===== config.mk =====
export PLATFORM = sky130hd
export DESIGN_NAME = sensor_query_initiator
export DESIGN_NICKNAME = d
export VERILOG_FILES = /design/src/rtl/sensor_query_initiator.sv
export SDC_FILE = /design/constraint.sdc
export NUM_CORES = 1
export LEC_CHECK = 0
export CAP_MARGIN = 10
export CORE_UTILIZATION = 30
export CTS_CLUSTER_DIAMETER = 60
export CTS_CLUSTER_SIZE = 24
export DETAILED_ROUTE_END_ITERATION = 6
export SYNTH_ARGS = -nofsm -noshare
export SYNTH_HDL_FRONTEND = slang
export SYNTH_SLANG_ARGS = --single-unit

===== constraint.sdc =====
create_clock -name clk -period 3.8 [get_ports clk]
set_input_delay 0.76 -clock clk [delete_from_list [all_inputs] [get_ports clk]]
set_output_delay 0.76 -clock clk [all_outputs]
set_load 0.005 [all_outputs]

===== src/rtl/sensor_query_initiator.sv =====
// sensor_query_initiator: host-side initiator for the single-byte sensor command
// protocol. It issues "T" (8'h54) or "D" (8'h44) to the UART transmitter. It then
// parses the CR-terminated ASCII-decimal reply fields into binary results.
// Optional feature macro: SQI_RETRY_EN. When defined, the first timeout of a query
// reissues the command instead of raising error 3.
module sensor_query_initiator #(
    parameter int TIMEOUT_CYCLES = 1000000,
    parameter int CNT_W          = 20
) (
    input  logic        clk,
    input  logic        rst,
    input  logic        req_temp,
    input  logic        req_dist,
    output logic        busy,
    output logic [7:0]  cmd_byte,
    output logic        cmd_valid,
    input  logic        cmd_ready,
    input  logic [7:0]  rx_byte,
    input  logic        rx_valid,
    output logic [7:0]  temp_out,
    output logic [7:0]  moist_out,
    output logic [13:0] dist_out,
    output logic        result_valid,
    output logic        error,
    output logic [1:0]  error_code
);

    typedef enum logic [1:0] {IDLE, SEND_CMD, RECV, DONE} state_t;

    localparam logic [7:0]       CMD_T   = 8'h54;
    localparam logic [7:0]       CMD_D   = 8'h44;
    localparam logic [7:0]       CHAR_CR = 8'h0D;
    localparam logic [CNT_W-1:0] TO_LAST = CNT_W'(TIMEOUT_CYCLES - 1);

    state_t            state_q, state_d;
    logic              dist_mode_q, dist_mode_d;
    logic [7:0]        cmd_byte_q, cmd_byte_d;
    logic              field_q, field_d;
    logic [13:0]       acc_q, acc_d;
    logic [2:0]        dcnt_q, dcnt_d;
    logic [CNT_W-1:0]  tcnt_q, tcnt_d;
    logic [7:0]        stg_temp_q, stg_temp_d;
    logic [7:0]        temp_q, temp_d;
    logic [7:0]        moist_q, moist_d;
    logic [13:0]       dist_q, dist_d;
    logic              error_q, error_d;
    logic [1:0]        error_code_q, error_code_d;
`ifdef SQI_RETRY_EN
    logic              retry_q, retry_d;
`endif

    // Digit decode and the candidate accumulator value, widened so the range
    // check sees the true value before anything is written back.
    logic        is_digit;
    logic [17:0] acc_ext;
    logic        over;

    // Classify the incoming byte and evaluate the per-field digit/value limits
    always_comb begin
        is_digit = (rx_byte >= 8'h30) && (rx_byte <= 8'h39);
        acc_ext  = ({4'b0, acc_q} * 18'd10) + {14'b0, rx_byte[3:0]};
        if (dist_mode_q) begin
            over = (dcnt_q >= 3'd4) || (acc_ext > 18'd9999);
        end else begin
            over = (dcnt_q >= 3'd3) || (acc_ext > 18'd255);
        end
    end

    // Next-state and datapath update for the query sequencer
    always_comb begin
        state_d      = state_q;
        dist_mode_d  = dist_mode_q;
        cmd_byte_d   = cmd_byte_q;
        field_d      = field_q;
        acc_d        = acc_q;
        dcnt_d       = dcnt_q;
        tcnt_d       = tcnt_q;
        stg_temp_d   = stg_temp_q;
        temp_d       = temp_q;
        moist_d      = moist_q;
        dist_d       = dist_q;
        error_d      = 1'b0;
        error_code_d = error_code_q;
`ifdef SQI_RETRY_EN
        retry_d      = retry_q;
`endif
        case (state_q)
            IDLE: begin
                // Received bytes are ignored here; temperature wins a tie.
                if (req_temp || req_dist) begin
                    dist_mode_d = !req_temp;
                    cmd_byte_d  = req_temp ? CMD_T : CMD_D;
                    state_d     = SEND_CMD;
`ifdef SQI_RETRY_EN
                    retry_d     = 1'b0;
`endif
                end
            end
            SEND_CMD: begin
                if (cmd_ready) begin
                    state_d = RECV;
                    field_d = 1'b0;
                    acc_d   = '0;
                    dcnt_d  = '0;
                    tcnt_d  = '0;
                end
            end
            RECV: begin
                if (rx_valid) begin
                    tcnt_d = '0;
                    if (is_digit) begin
                        if (over) begin
                            state_d      = IDLE;
                            error_d      = 1'b1;
                            error_code_d = 2'd2;
                        end else begin
                            acc_d  = acc_ext[13:0];
                            dcnt_d = dcnt_q + 3'd1;
                        end
                    end else if ((rx_byte == CHAR_CR) && (dcnt_q != 3'd0)) begin
                        if (!dist_mode_q && !field_q) begin
                            stg_temp_d = acc_q[7:0];
                            field_d    = 1'b1;
                            acc_d      = '0;
                            dcnt_d     = '0;
                        end else if (!dist_mode_q) begin
                            // Results load on entry to DONE so they are valid
                            // alongside result_valid.
                            temp_d  = stg_temp_q;
                            moist_d = acc_q[7:0];
                            state_d = DONE;
                        end else begin
                            dist_d  = acc_q;
                            state_d = DONE;
                        end
                    end else begin
                        state_d      = IDLE;
                        error_d      = 1'b1;
                        error_code_d = 2'd1;
                    end
                end else if (tcnt_q == TO_LAST) begin
`ifdef SQI_RETRY_EN
                    if (!retry_q) begin
                        retry_d    = 1'b1;
                        state_d    = SEND_CMD;
                        field_d    = 1'b0;
                        acc_d      = '0;
                        dcnt_d     = '0;
                        stg_temp_d = '0;
                    end else begin
                        state_d      = IDLE;
                        error_d      = 1'b1;
                        error_code_d = 2'd3;
                    end
`else
                    state_d      = IDLE;
                    error_d      = 1'b1;
                    error_code_d = 2'd3;
`endif
                end else begin
                    tcnt_d = tcnt_q + 1'b1;
                end
            end
            DONE: begin
                state_d = IDLE;
            end
            default: begin
                state_d = IDLE;
            end
        endcase
    end

    // State and datapath registers, cleared asynchronously
    always_ff @(posedge clk or posedge rst) begin
        if (rst) begin
            state_q      <= IDLE;
            dist_mode_q  <= 1'b0;
            cmd_byte_q   <= '0;
            field_q      <= 1'b0;
            acc_q        <= '0;
            dcnt_q       <= '0;
            tcnt_q       <= '0;
            stg_temp_q   <= '0;
            temp_q       <= '0;
            moist_q      <= '0;
            dist_q       <= '0;
            error_q      <= 1'b0;
            error_code_q <= '0;
`ifdef SQI_RETRY_EN
            retry_q      <= 1'b0;
`endif
        end else begin
            state_q      <= state_d;
            dist_mode_q  <= dist_mode_d;
            cmd_byte_q   <= cmd_byte_d;
            field_q      <= field_d;
            acc_q        <= acc_d;
            dcnt_q       <= dcnt_d;
            tcnt_q       <= tcnt_d;
            stg_temp_q   <= stg_temp_d;
            temp_q       <= temp_d;
            moist_q      <= moist_d;
            dist_q       <= dist_d;
            error_q      <= error_d;
            error_code_q <= error_code_d;
`ifdef SQI_RETRY_EN
            retry_q      <= retry_d;
`endif
        end
    end

    assign busy         = (state_q == SEND_CMD) || (state_q == RECV);
    assign cmd_valid    = (state_q == SEND_CMD);
    assign cmd_byte     = cmd_byte_q;
    assign result_valid = (state_q == DONE);
    assign temp_out     = temp_q;
    assign moist_out    = moist_q;
    assign dist_out     = dist_q;
    assign error        = error_q;
    assign error_code   = error_code_q;

endmodule


Word-level counts from Yosys, hierarchy flattened
Cells that the tools add are included.

word-level totals
  bits of input ports = 14
  memories = 0
  logic and storage cells = 115
  flip-flop bits (word level) = 90
  output and inout port bits = 44
  memory bits (read-only) = 0
  bits in latches = 0
  RAM bits = 0

operators by class
  multiply operators = 1
  $add $sub $neg = 3
  bitwise gates (word level) = 3
  mux-type cells = 46
  shifts and indexed selects = 0
  magnitude comparators = 6
  eq/ne operators = 20
  div/mod/pow operators = 0
  reduce and logical (&&, ||, !) cells = 23

operators by type and width
  cell                                                   number
  two-way mux 14 bit                                     6
  two-way mux 20 bit                                     3
  case mux 20 bit (2 select lines)                       1
  case mux 14 bit (2 select lines)                       1
  two-way mux 2 bit                                      13
  AND reduction 6 bit                                    4
  adder 20 x 1 -> 20 bit (second input constant)         1
  equality test 20 bit (second input constant)           1
  adder 18 x 4 -> 18 bit                                 1
  > comparator 18 x 14 -> 1 bit (second input constant)  1
  > comparator 18 x 8 -> 1 bit (second input constant)   1
  two-way mux 3 bit                                      6
  != test 3 bit (second input constant)                  6
  multiplier 14 x 3 -> 17 bit (second input constant)    1
  two-way mux 1 bit                                      12
  != test 2 bit (second input constant)                  5
  AND reduction 5 bit                                    2
  equality test 8 x 4 -> 1 bit (second input constant)   1
  >= comparator 8 x 6 -> 1 bit (second input constant)   1
  <= comparator 8 x 6 -> 1 bit (second input constant)   1
  case mux 2 bit (4 select lines)                        1
  case mux 3 bit (2 select lines)                        1
  two-way mux 5 bit                                      1
  != test 5 bit (second input constant)                  1
  19 further kinds                                       30

Depth between registers and ports, before layout
Gate-level depths: netlist of run 1.

  depth in word-level cells = 9
  depth in mapped cells = 15

Worst setup path after synthesis of run 1
Ideal clock, no wire load.

  path type = flip-flop to flip-flop
  start point = register acc_q[1]
  end point = register acc_q[13]
  clock period less this slack = 4053 ps
  setup time = 121 ps
  slack = -253 ps
  buffers on the path = 1
  stages on the path, launching flop included = 15
  data required time = 3679 ps
  arrival = 3932 ps
  path through = dfrtp_1 ha_1 ha_1 fa_1 a21o_2 a221oi_2 xnor2_1 nand3_2 or3_1 a211oi_2 o211ai_2 nor4_4 o21ai_2 buf_4 a22o_1

on the way
  longest elaborated chain between the ends = 7
  elaborated cells between the ends (all ways) = 13
  those cells by class = add/sub (1); mul (1); order compare (2); eq/ne (1); mux (5); reduce/logical (3)

ends and longest elaborated chain
  item                                                                           line    source
  start: declaration                                                             39      logic [13:0] acc_q, acc_d;
  start signal: assignment                                                       180     acc_q <= '0;
  start signal: assignment                                                       197     acc_q <= acc_d;
  multiplier 14 x 3 -> 17 bit (*)                                                61      acc_ext = ({4'b0, acc_q} * 18'd10) + {14'b0, rx_byte[3:0]};
  adder 18 x 4 -> 18 bit (*)                                                     61
  > comparator 18 x 8 -> 1 bit or > comparator 18 x 14 -> 1 bit (tied branches)  65, 63
  logical OR 1 bit, on equally long branches                                     65, 63
  two-way mux 1 bit                                                              62      if (dist_mode_q) begin
  != test 3 bit (no source line)                                                 n/a
  AND reduction 6 bit (no source line)                                           n/a

Mark *: on every way between the ends. The rest lies on a longest branch, timed or not. The select of a mux whose other input is x is not followed.
A chain may end at the register's enable or synchronous reset.

Worst setup path after layout of run 1
  start point = register acc_q[3]
  end point = register dcnt_q[0]

on the way
  longest elaborated chain between the ends = 7
  elaborated cells between the ends (all ways) = 9
  those cells by class = add/sub (1); mul (1); order compare (2); eq/ne (1); mux (1); reduce/logical (3)

ends and longest elaborated chain
  item                                                                           line    source
  multiplier 14 x 3 -> 17 bit (*)                                                61
  adder 18 x 4 -> 18 bit (*)                                                     61
  > comparator 18 x 8 -> 1 bit or > comparator 18 x 14 -> 1 bit (tied branches)  65, 63
  logical OR 1 bit, on equally long branches                                     65, 63
  two-way mux 1 bit (*)                                                          62
  != test 3 bit (no source line) (*)                                             n/a
  AND reduction 6 bit (no source line) (*)                                       n/a
  end signal: assignment                                                         198     dcnt_q <= dcnt_d;
  end: declaration                                                               40      logic [2:0] dcnt_q, dcnt_d;

Mark *: on every way between the ends. The rest lies on a longest branch, timed or not.

==> results.json, run 1 <==
{
  "status": "finished with violations",
  "violations": "negative setup slack",
  "synth_top_area_share_pct": 42.4,
  "num_io_pins": 58,
  "slowest_delay_ns": 0.43,
  "worstSkewPairLatency_ns": 0.34,
  "vias_per_cell": 4.97,
  "whs_ns": 0.490,
  "hold_buffers": 0,
  "reg2reg_from": "acc_q[3]",
  "ir_worst_vdd_mv": 0.181,
  "gp_congestion": 0.813,
  "syn_area_um2": 4950,
  "yosysWarnings": 0,
  "place_ws_ns": -0.555,
  "post_synth_inst_count": 459,
  "placed_cell_area_um2": 6140,
  "start_util_pct": 31.0,
  "worst_pin_slew_ns": 0.962,
  "synth_common_cells": "dfrtp_1, mux2_2, nor2_1",
  "core_um2": 16000,
  "synth_top_area_cell": "dfrtp_1",
  "cts_tree": "done",
  "hp-class": "register to register",
  "htreeDepth": 3,
  "cap_viol_max_count": 0,
  "hold_path.startpoint": "cmd_byte[2]",
  "crit_required_ns": 4.03,
  "post-route-period-util_pct": 102,
  "fp.dieW_um": 131,
  "p_leak_nw": 3.16,
  "drc": 0,
  "min_period_ns": 3.88,
  "yosysMostFrequentCell": "dfrtp_1",
  "first_pass_iters": 4,
  "hpwl_mm": 8.99,
  "area_growth_pct": 36.4,
  "fp.dieArea_um2": 17000,
  "arrival_ns": 4.11,
  "slew_headroom_pct": 35.3,
  "worst_setup_path_start_kind": "register",
  "use_met3_pct": 2.81,
  "io_buffers": 52,
  "grt_util_all_layers_pct": 15.1,
  "synth_ff_type": "dfrtp_1",
  "synth_area_leaders": "dfrtp_1, ha_1, mux2_2",
  "skew_ns": 0.00693,
  "wl_mm": 12.4,
  "power_density_nw_per_um2": 386,
  "path_cells": "ha_4 -> ha_4 -> fa_2 -> xor2_4 -> nand4_2 -> nor4_2 -> mux2_4 -> xnor2_2 -> nor4_2 -> o21ai_2 -> buf_4 -> nor4_4 -> buf_6 -> o21ai_4 -> mux2_4",
  "row_count": 46,
  "drive_gt1_share_pct": 29.2,
  "grt_use_met1_pct": 18.4,
  "maxSlewViolCount": 0,
  "yosysSeqAreaShare_pct": 42.4,
  "startpoint": "acc_q[3]",
  "wire_per_inst_um": 15.5,
  "grt_setup_unrepaired": "yes",
  "clk_root_buffer_cell": "clkbuf_16",
  "cts.sinks": 84,
  "grt_pass1_vias": 4098,
  "drtIter0Drc": 196,
  "busiest_layer": "met2",
  "fin_area_um2": 6760,
  "synthArstFlopShare_pct": 100,
  "synth-seq-cells": 84,
  "n_antenna_cell": 0,
  "synth_edf_count": 0,
  "layout_setup_ws_ns": -0.0827,
  "ant_nets": 0,
  "cts.clk_slew.worst_paths_ns": 0.07,
  "gr-total-overflow": 0,
  "fmax_ghz": 0.258,
  "chipHeight_um": 131,
  "path_class": "register to register",
  "grt_first_pass_wirelength_mm": 20.0,
  "grt_max_degree": 46,
  "grtUsageMet2_pct": 26.4,
  "crit_fanout": 5,
  "dr_total_vias": 3963,
  "cts_inserted_buffers": 9,
  "final_nets": 629,
  "finalHoldViolations": 0,
  "reg2reg_slack_ns": -0.08,
  "ys_types": 64,
  "setup_viol": 21,
  "synth_area_per_cell_um2": 10.8,
  "cp-end-kind": "register",
  "clk_path_buf_depth": 2,
  "cpMaxStageDelayCell": "dfrtp_1",
  "antenna_found_initial": 0
}
## report_power, final
part	total, W	switching (W)	internal (W)
clock	0.00105	0.000393	0.000654
combinational	0.000580	0.000329	0.000251
sequential	0.000979	0.0000426	0.000936
## cell families (layout without fill, tap and decap cells)
| group | count (synthesis) | count (layout) | share of synthesized area, % |
|---|---|---|---|
| compound gates | 96 | 98 | 14.3 |
| flops | 84 | 84 | 42.4 |
| mux | 45 | 45 | 10.1 |
| simple gates | 126 | 128 | 13.9 |
| other cells | 1 | 5 | 0.0757 |
| xor+xnor | 31 | 31 | 5.63 |
| fa+ha+maj | 38 | 38 | 9.90 |
| buf+inv | 38 | 153 | 3.69 |
## timing repair
action                     4_1_cts  5_1_grt
cloned                           2        2
gates resized for setup         13       20
setup buffers                    6        2
pin swaps                       30       21
setup endpoints to repair       21       21
## path summary, 6_finish.rpt
| kind | endpoint | cells past startpoint |
|---|---|---|
| max reg2reg | dcnt_q[0] | 15 |
| max in group asynchronous | error_code[0] | 3 |
| min in group asynchronous | temp_out[5] | 2 |
| min | cmd_byte[2] | 1 |
| min reg2reg | cmd_byte[2] | 1 |
| max | dcnt_q[0] | 15 |
## layout make-up
cell class	instances	area [µm²]
fillers	1521	9240
repair buffers	119	1030
clock buffers	9	225
multi-input cells	345	2930
well taps	216	270
clock inverters	7	128
flip-flops and latches	84	2100
inverters	18	68.8
## layout by cell type (no fill, tap or decap), drive strengths merged, types with 17 or more instances in the layout
cell           instances
xnor2                 17
dfrtp                 84
nor2                  39
inv                   21
clkdlybuf4s50         51
mux2                  41
nand2                 22
buf                   67
ha                    36
o21ai                 27
## through the flow
step	std cells	setup TNS [ns]	power (W)	util (%)
2_1_floorplan	463	0	0.00131	-
3_3_place_gp	770	-8.38	0.00148	38.4
3_5_place_dp	770	-10.32	0.00150	38.4
4_1_cts	794	-0.880	0.00260	41.4
5_1_grt	798	-4.01	0.00273	42.2
6_report	798	-0.943	0.00261	42.2
## registers in the layout (all words and copies together), names as in the netlist, 3 cells and up
register / cells
acc_q: 14
dist_out: 14
moist_out: 8
temp_out: 8
tcnt_q: 20
stg_temp_q: 8
dcnt_q: 3
## per-layer routing
metal	wire length (µm)	part of all wire (%)
met5	0	0
met4	268	2.2
met3	333	2.7
met2	6470	52
met1	5330	43
## critical path, delay by kind of cell (launching register included)
family | cells | cell delay [ns]
AND/OR/NAND/NOR | 4 | 0.95
buffers and inverters | 2 | 0.33
flip-flops | 1 | 0.43
XOR/XNOR | 2 | 0.37
AO/OA/AOI/OAI | 2 | 0.20
multiplexers | 2 | 0.64
adder cells (fa/ha/maj) | 3 | 0.85
No activity file was read; power rests on OpenSTA's default activity.
==> run 2: changes to the inputs <==
--- a/config.mk
+++ b/config.mk
@@ -6,8 +6,9 @@
 export NUM_CORES = 1
 export LEC_CHECK = 0
 export CAP_MARGIN = 10
+export CORE_MARGIN = 2
 export CORE_UTILIZATION = 30
-export CTS_CLUSTER_DIAMETER = 60
+export CTS_CLUSTER_DIAMETER = 200
 export CTS_CLUSTER_SIZE = 24
 export DETAILED_ROUTE_END_ITERATION = 6
 export SYNTH_ARGS = -nofsm -noshare
==> run 2 against run 1 <==
Against the previous run:
- the flow still finishes with violations (negative setup slack)
- non-clock buffer count is 14 higher
- clock power down 13%
- design area rose by 1.6%
- via count rose by 0.83%
==> results.json, run 2 (synthesis results as in run 1) <==
{
  "arrival_ns": 4.08,
  "placed_cells": 772,
  "layout_common_cells": "dfrtp_1, buf_4, clkdlybuf4s50_1",
  "status": "finished with violations",
  "wire_per_inst_um": 15.5,
  "cts_inserted_buffers": 9,
  "crit_fanout": 5,
  "wl_mm": 12.6,
  "power_density_nw_per_um2": 361,
  "hold_depth": 1,
  "start_util_pct": 31.0,
  "num_io_pins": 58,
  "antenna_found_initial": 0,
  "grt_util_all_layers_pct": 14.3,
  "cp-end-kind": "register",
  "fillers": 1509,
  "finalHoldViolations": 0,
  "area_growth_pct": 38.5,
  "drtIter0Drc": 202,
  "fp.dieArea_um2": 17600,
  "whs_ns": 0.489,
  "grt_setup_unrepaired": "yes",
  "gp_congestion": 0.878,
  "slew_headroom_pct": 34.5,
  "dr_total_vias": 3996,
  "cts.sinks": 84,
  "path_class": "register to register",
  "cap_viol_max_count": 0,
  "final_nets": 641,
  "ir_worst_vdd_mv": 0.256,
  "grt_max_degree": 44,
  "io_buffers": 52,
  "row_count": 46,
  "maxSlewViolCount": 0,
  "ant_nets": 0,
  "fp.dieW_um": 133,
  "grt_first_pass_wirelength_mm": 20.3,
  "hp-class": "register to register",
  "post-route-period-util_pct": 101,
  "clk_root_buffer_cell": "clkbuf_16",
  "p_leak_nw": 3.19,
  "crit_required_ns": 4.02,
  "violations": "negative setup slack",
  "largest_reg_flops": 20,
  "vias_per_cell": 4.93,
  "min_period_ns": 3.86,
  "n_antenna_cell": 0,
  "worst_setup_path_start_kind": "register",
  "top_register": "tcnt_q",
  "htreeDepth": 3,
  "clk_path_buf_depth": 2,
  "final_util_pct": 42.9,
  "mostFrequentLayoutCell": "dfrtp_1",
  "worst_pin_slew_ns": 0.974,
  "grt_pass1_vias": 4012,
  "core_um2": 16000,
  "gr-total-overflow": 0,
  "chipHeight_um": 133,
  "hpwl_mm": 9.24,
  "first_pass_iters": 4,
  "cts_tree": "done",
  "setup_viol": 6,
  "cts.clk_slew.worst_paths_ns": 0.07,
  "fin_cells": 810,
  "skew_ns": 0.00833,
  "drc": 0,
  "reg2regPathDepth": 15,
  "hold_buffers": 0,
  "drive_gt1_share_pct": 31.0,
  "worstSkewPairLatency_ns": 0.34,
  "fmax_ghz": 0.259,
  "layout_setup_ws_ns": -0.0564
}
[run 2: routing by layer]
metal / global-route usage (%) / part of all wire [%] / vias up
met4: 5.50 / 2.1 / 0
met3: 2.68 / 1.9 / 16
met1: 17.7 / 45 / 1991
li1: - / - / 1933
met2: 24.8 / 51 / 56
met5: 0 / 0 / -
[run 2: critical path, stage by stage (launching register included)]
cell      delay [ns]
dfrtp_1         0.42
ha_4            0.26
ha_4            0.17
fa_2            0.37
a21o_4          0.23
a221oi_4        0.29
xnor2_2         0.17
nand3_2         0.13
or3_4           0.40
a211oi_4        0.25
o211ai_2        0.13
buf_4           0.17
nor4_4          0.14
buf_6           0.17
o21ai_4         0.10
mux2_4          0.31
[run 2: repair_timing]
item	in CTS	in global routing
endpoints found under the setup margin	21	21
buffers inserted	9	11
gates resized for setup	14	27
gates cloned	2	0
pin swaps	29	28
hold endpoints to repair	0	0
[run 2: worst paths after layout]
check / startpoint / end / slack, ns
max: acc_q[3] / dcnt_q[0] / -0.06
min: cmd_byte[2] / cmd_byte[2] / 0.49
max reg2reg: acc_q[3] / dcnt_q[0] / -0.06
min reg2reg: cmd_byte[2] / cmd_byte[2] / 0.49
max in group asynchronous: rst / acc_q[5] / 2.28
min in group asynchronous: rst / moist_out[5] / 0.84
[run 2: power breakdown]
part           internal, W  leakage, nW  switching, W
registers         0.000936         1.15     0.0000410
logic             0.000255         1.89      0.000335
clock network     0.000531        0.146      0.000382
[run 2: stage by stage]
step                      cell area [µm²]  setup TNS [ns]  setup WS (ns)  power [W]
after global routing                 6860           -3.45         -0.222    0.00259
after global placement               6160           -7.44         -0.431    0.00149
final                                6860          -0.112        -0.0564    0.00248
after floorplan                      5020               0         0.0151    0.00131
after detailed placement             6160           -9.73         -0.540    0.00150
after CTS                            6640          -0.198        -0.0600    0.00247
[run 2: layout make-up]
cell class,instances,area (µm²),area share [%]
multi-input combinational,343,2950,43.0
sequential,84,2110,30.7
timing repair buffer,133,1170,17.0
tap,216,270,3.94
clock buffer,11,243,3.54
inverter,18,68.8,1.00
clock inverter,5,60.1,0.875
==> run 3: changes to the inputs <==
--- a/config.mk
+++ b/config.mk
@@ -5,12 +5,13 @@
 export SDC_FILE = /design/constraint.sdc
 export NUM_CORES = 1
 export LEC_CHECK = 0
-export CAP_MARGIN = 10
+export CAP_MARGIN = 25
 export CORE_MARGIN = 2
 export CORE_UTILIZATION = 30
 export CTS_CLUSTER_DIAMETER = 200
 export CTS_CLUSTER_SIZE = 24
 export DETAILED_ROUTE_END_ITERATION = 6
+export PLACE_DENSITY = 0.47
 export SYNTH_ARGS = -nofsm -noshare
 export SYNTH_HDL_FRONTEND = slang
 export SYNTH_SLANG_ARGS = --single-unit
==> run 3 against run 2 <==
Against the previous run:
- the run still ends with negative setup slack left
- clock-buffer cell count fell by 1
- via count shrank 2.8%
- clock skew decreased by 0.0012 ns
- non-clock buffer count decreased by 18
- register-to-register slack got worse by 0.02 ns
- setup slack worse by 0.021 ns
- power down 1.5%
- combinational power is 3% lower
- sequential cell count is the same
- critical path depth grew 1
- fmax down 0.53%
- largest cell class unchanged
- largest power group unchanged
- highest routed layer unchanged
==> results.json, run 3 (synthesis results as in run 1) <==
{
  "status": "finished with violations",
  "violations": "negative setup slack",
  "path_buf_inv": 3,
  "chipHeight_um": 133,
  "dr_total_vias": 3886,
  "htreeDepth": 3,
  "skew_ns": 0.00713,
  "grt_util_all_layers_pct": 14.7,
  "final_nets": 623,
  "whs_ns": 0.499,
  "grt_max_degree": 72,
  "layout_setup_ws_ns": -0.0770,
  "fmax_ghz": 0.258,
  "vias_per_cell": 4.91,
  "fin_cells": 792,
  "grt_use_met1_pct": 19.1,
  "setup_viol": 18,
  "slew_headroom_pct": 35.9,
  "drive_gt1_share_pct": 28.0,
  "core_um2": 16000,
  "cap_viol_max_count": 0,
  "swShare_pct": 30.0,
  "power_w": 0.00244,
  "cts.sinks": 84,
  "fillers": 1601,
  "power_frac_clock_pct": 36.4,
  "maxSlewViolCount": 0,
  "num_io_pins": 58,
  "power_switching_w": 0.000734,
  "fp.dieW_um": 133,
  "largest_reg_flops": 20,
  "wire_per_inst_um": 15.5,
  "place_ws_ns": -0.653,
  "fp.dieArea_um2": 17600,
  "mostFrequentLayoutCell": "dfrtp_1",
  "gr-total-overflow": 0,
  "ant_nets": 0,
  "drc": 0,
  "reg2reg_slack_ns": -0.08,
  "slowest_delay_ns": 0.42,
  "hp-class": "register to register",
  "register_area_um2": 2100,
  "grt_first_pass_wirelength_mm": 20.7,
  "area_growth_pct": 33.9,
  "power_density_nw_per_um2": 368,
  "worst_pin_slew_ns": 0.953,
  "post-route-period-util_pct": 102,
  "start_util_pct": 31.0,
  "p_int_w": 0.00171,
  "grtUsageMet2_pct": 24.6,
  "row_count": 46,
  "hpwl_mm": 9.01,
  "p_leak_nw": 3.10,
  "arrival_ns": 4.10,
  "busiest_layer": "met2",
  "wl_mm": 12.3,
  "n_antenna_cell": 0,
  "clk_root_buffer_cell": "clkbuf_16",
  "antenna_found_initial": 0,
  "drtIter0Drc": 243,
  "crit_required_ns": 4.02,
  "crit_fanout": 5,
  "worstSkewPairLatency_ns": 0.34,
  "io_buffers": 52,
  "top_register": "tcnt_q",
  "path_cells": "ha_4 -> ha_4 -> fa_2 -> buf_6 -> a21o_4 -> a31oi_1 -> o211a_1 -> o21ai_4 -> buf_6 -> a211o_1 -> a22oi_2 -> a41oi_4 -> nor4_4 -> buf_4 -> o21ai_4 -> mux2_4",
  "path_class": "register to register",
  "cpMaxStageDelayCell": "dfrtp_1",
  "power_frac_comb_pct": 23.5,
  "hold_buffers": 0,
  "grt_setup_unrepaired": "yes",
  "cp-end-kind": "register",
  "ir_worst_vdd_mv": 0.216,
  "grt_pass1_vias": 3967,
  "cts.clk_slew.worst_paths_ns": 0.06,
  "first_pass_iters": 4,
  "clk_path_buf_depth": 2,
  "finalHoldViolations": 0,
  "power_frac_seq_pct": 40.1,
  "layout_common_cells": "dfrtp_1, buf_4, clkdlybuf4s50_1",
  "multiInputGateArea_um2": 2860,
  "gp_congestion": 0.801,
  "min_period_ns": 3.88,
  "cts_tree": "done",
  "use_met3_pct": 1.99,
  "cts_inserted_buffers": 9,
  "worst_setup_path_start_kind": "register",
  "crit_family": "compound AO/OA/AOI/OAI gates",
  "setup-tns-final_ns": -0.362,
  "placed_cells": 768
}
[run 3: cell types whose count changed in the layout (fill, tap and decap cells not counted), sizes merged]
cell | previous run | this run
clkbuf | 11 | 10
clkinvlp | 1 | 2
buf | 81 | 63
clkinv | 3 | 4
inv | 18 | 17
[run 3: metrics by stage]
step / area, µm² / utilization (%)
floorplan: 5020 / -
global placement: 6150 / 38.4
detailed placement: 6150 / 38.4
CTS: 6540 / 40.9
global route: 6630 / 41.5
finish: 6630 / 41.5
[run 3: worst paths after layout]
check | start | endpoint | cells past startpoint
worst max register to register | acc_q[3] | dcnt_q[0] | 16
worst max-delay path | acc_q[3] | dcnt_q[0] | 16
worst min register to register | stg_temp_q[4] | stg_temp_q[4] | 1
worst min-delay path | stg_temp_q[4] | stg_temp_q[4] | 1
max in group asynchronous | rst | acc_q[2] | 3
min in group asynchronous | rst | tcnt_q[15] | 2
[run 3: routing by layer]
| metal | vias to the layer above | routed length (µm) |
|---|---|---|
| li1 | 1900 | - |
| met1 | 1929 | 5540 |
| met2 | 42 | 6220 |
| met3 | 15 | 261 |
| met4 | 0 | 269 |
| met5 | - | 0 |
[run 3: timing repair]
action	in CTS	in global routing
buffers inserted	4	2
pin swaps	22	10
setup endpoints to repair	21	22
gates cloned	2	0
resized for setup	9	14
[run 3: power by group through the flow]
stage	logic (W)	clock network, W	registers, W
2_1_floorplan	0.000323	0	0.000984
3_3_place_gp	0.000505	0	0.000994
3_5_place_dp	0.000516	0	0.000993
4_1_cts	0.000572	0.000922	0.000977
5_1_grt	0.000640	0.000959	0.000986
6_report	0.000574	0.000890	0.000979
[run 3: worst reg2reg max path: cells and delay by family, from the launching register on]
family,cells,cell delay (ns)
mux,1,0.32
buf+inv,3,0.45
fa+ha+maj,3,0.85
flops,1,0.42
simple gates,1,0.29
compound gates,8,1.44
[run 3: layout make-up]
type,count,share of cell area (%)
clock buffers,10,3.60
clock inverters,6,0.962
inverters,18,1.04
multi-input cells,343,43.2
flip-flops and latches,84,31.7
well taps,216,4.07
repair buffers,115,15.5
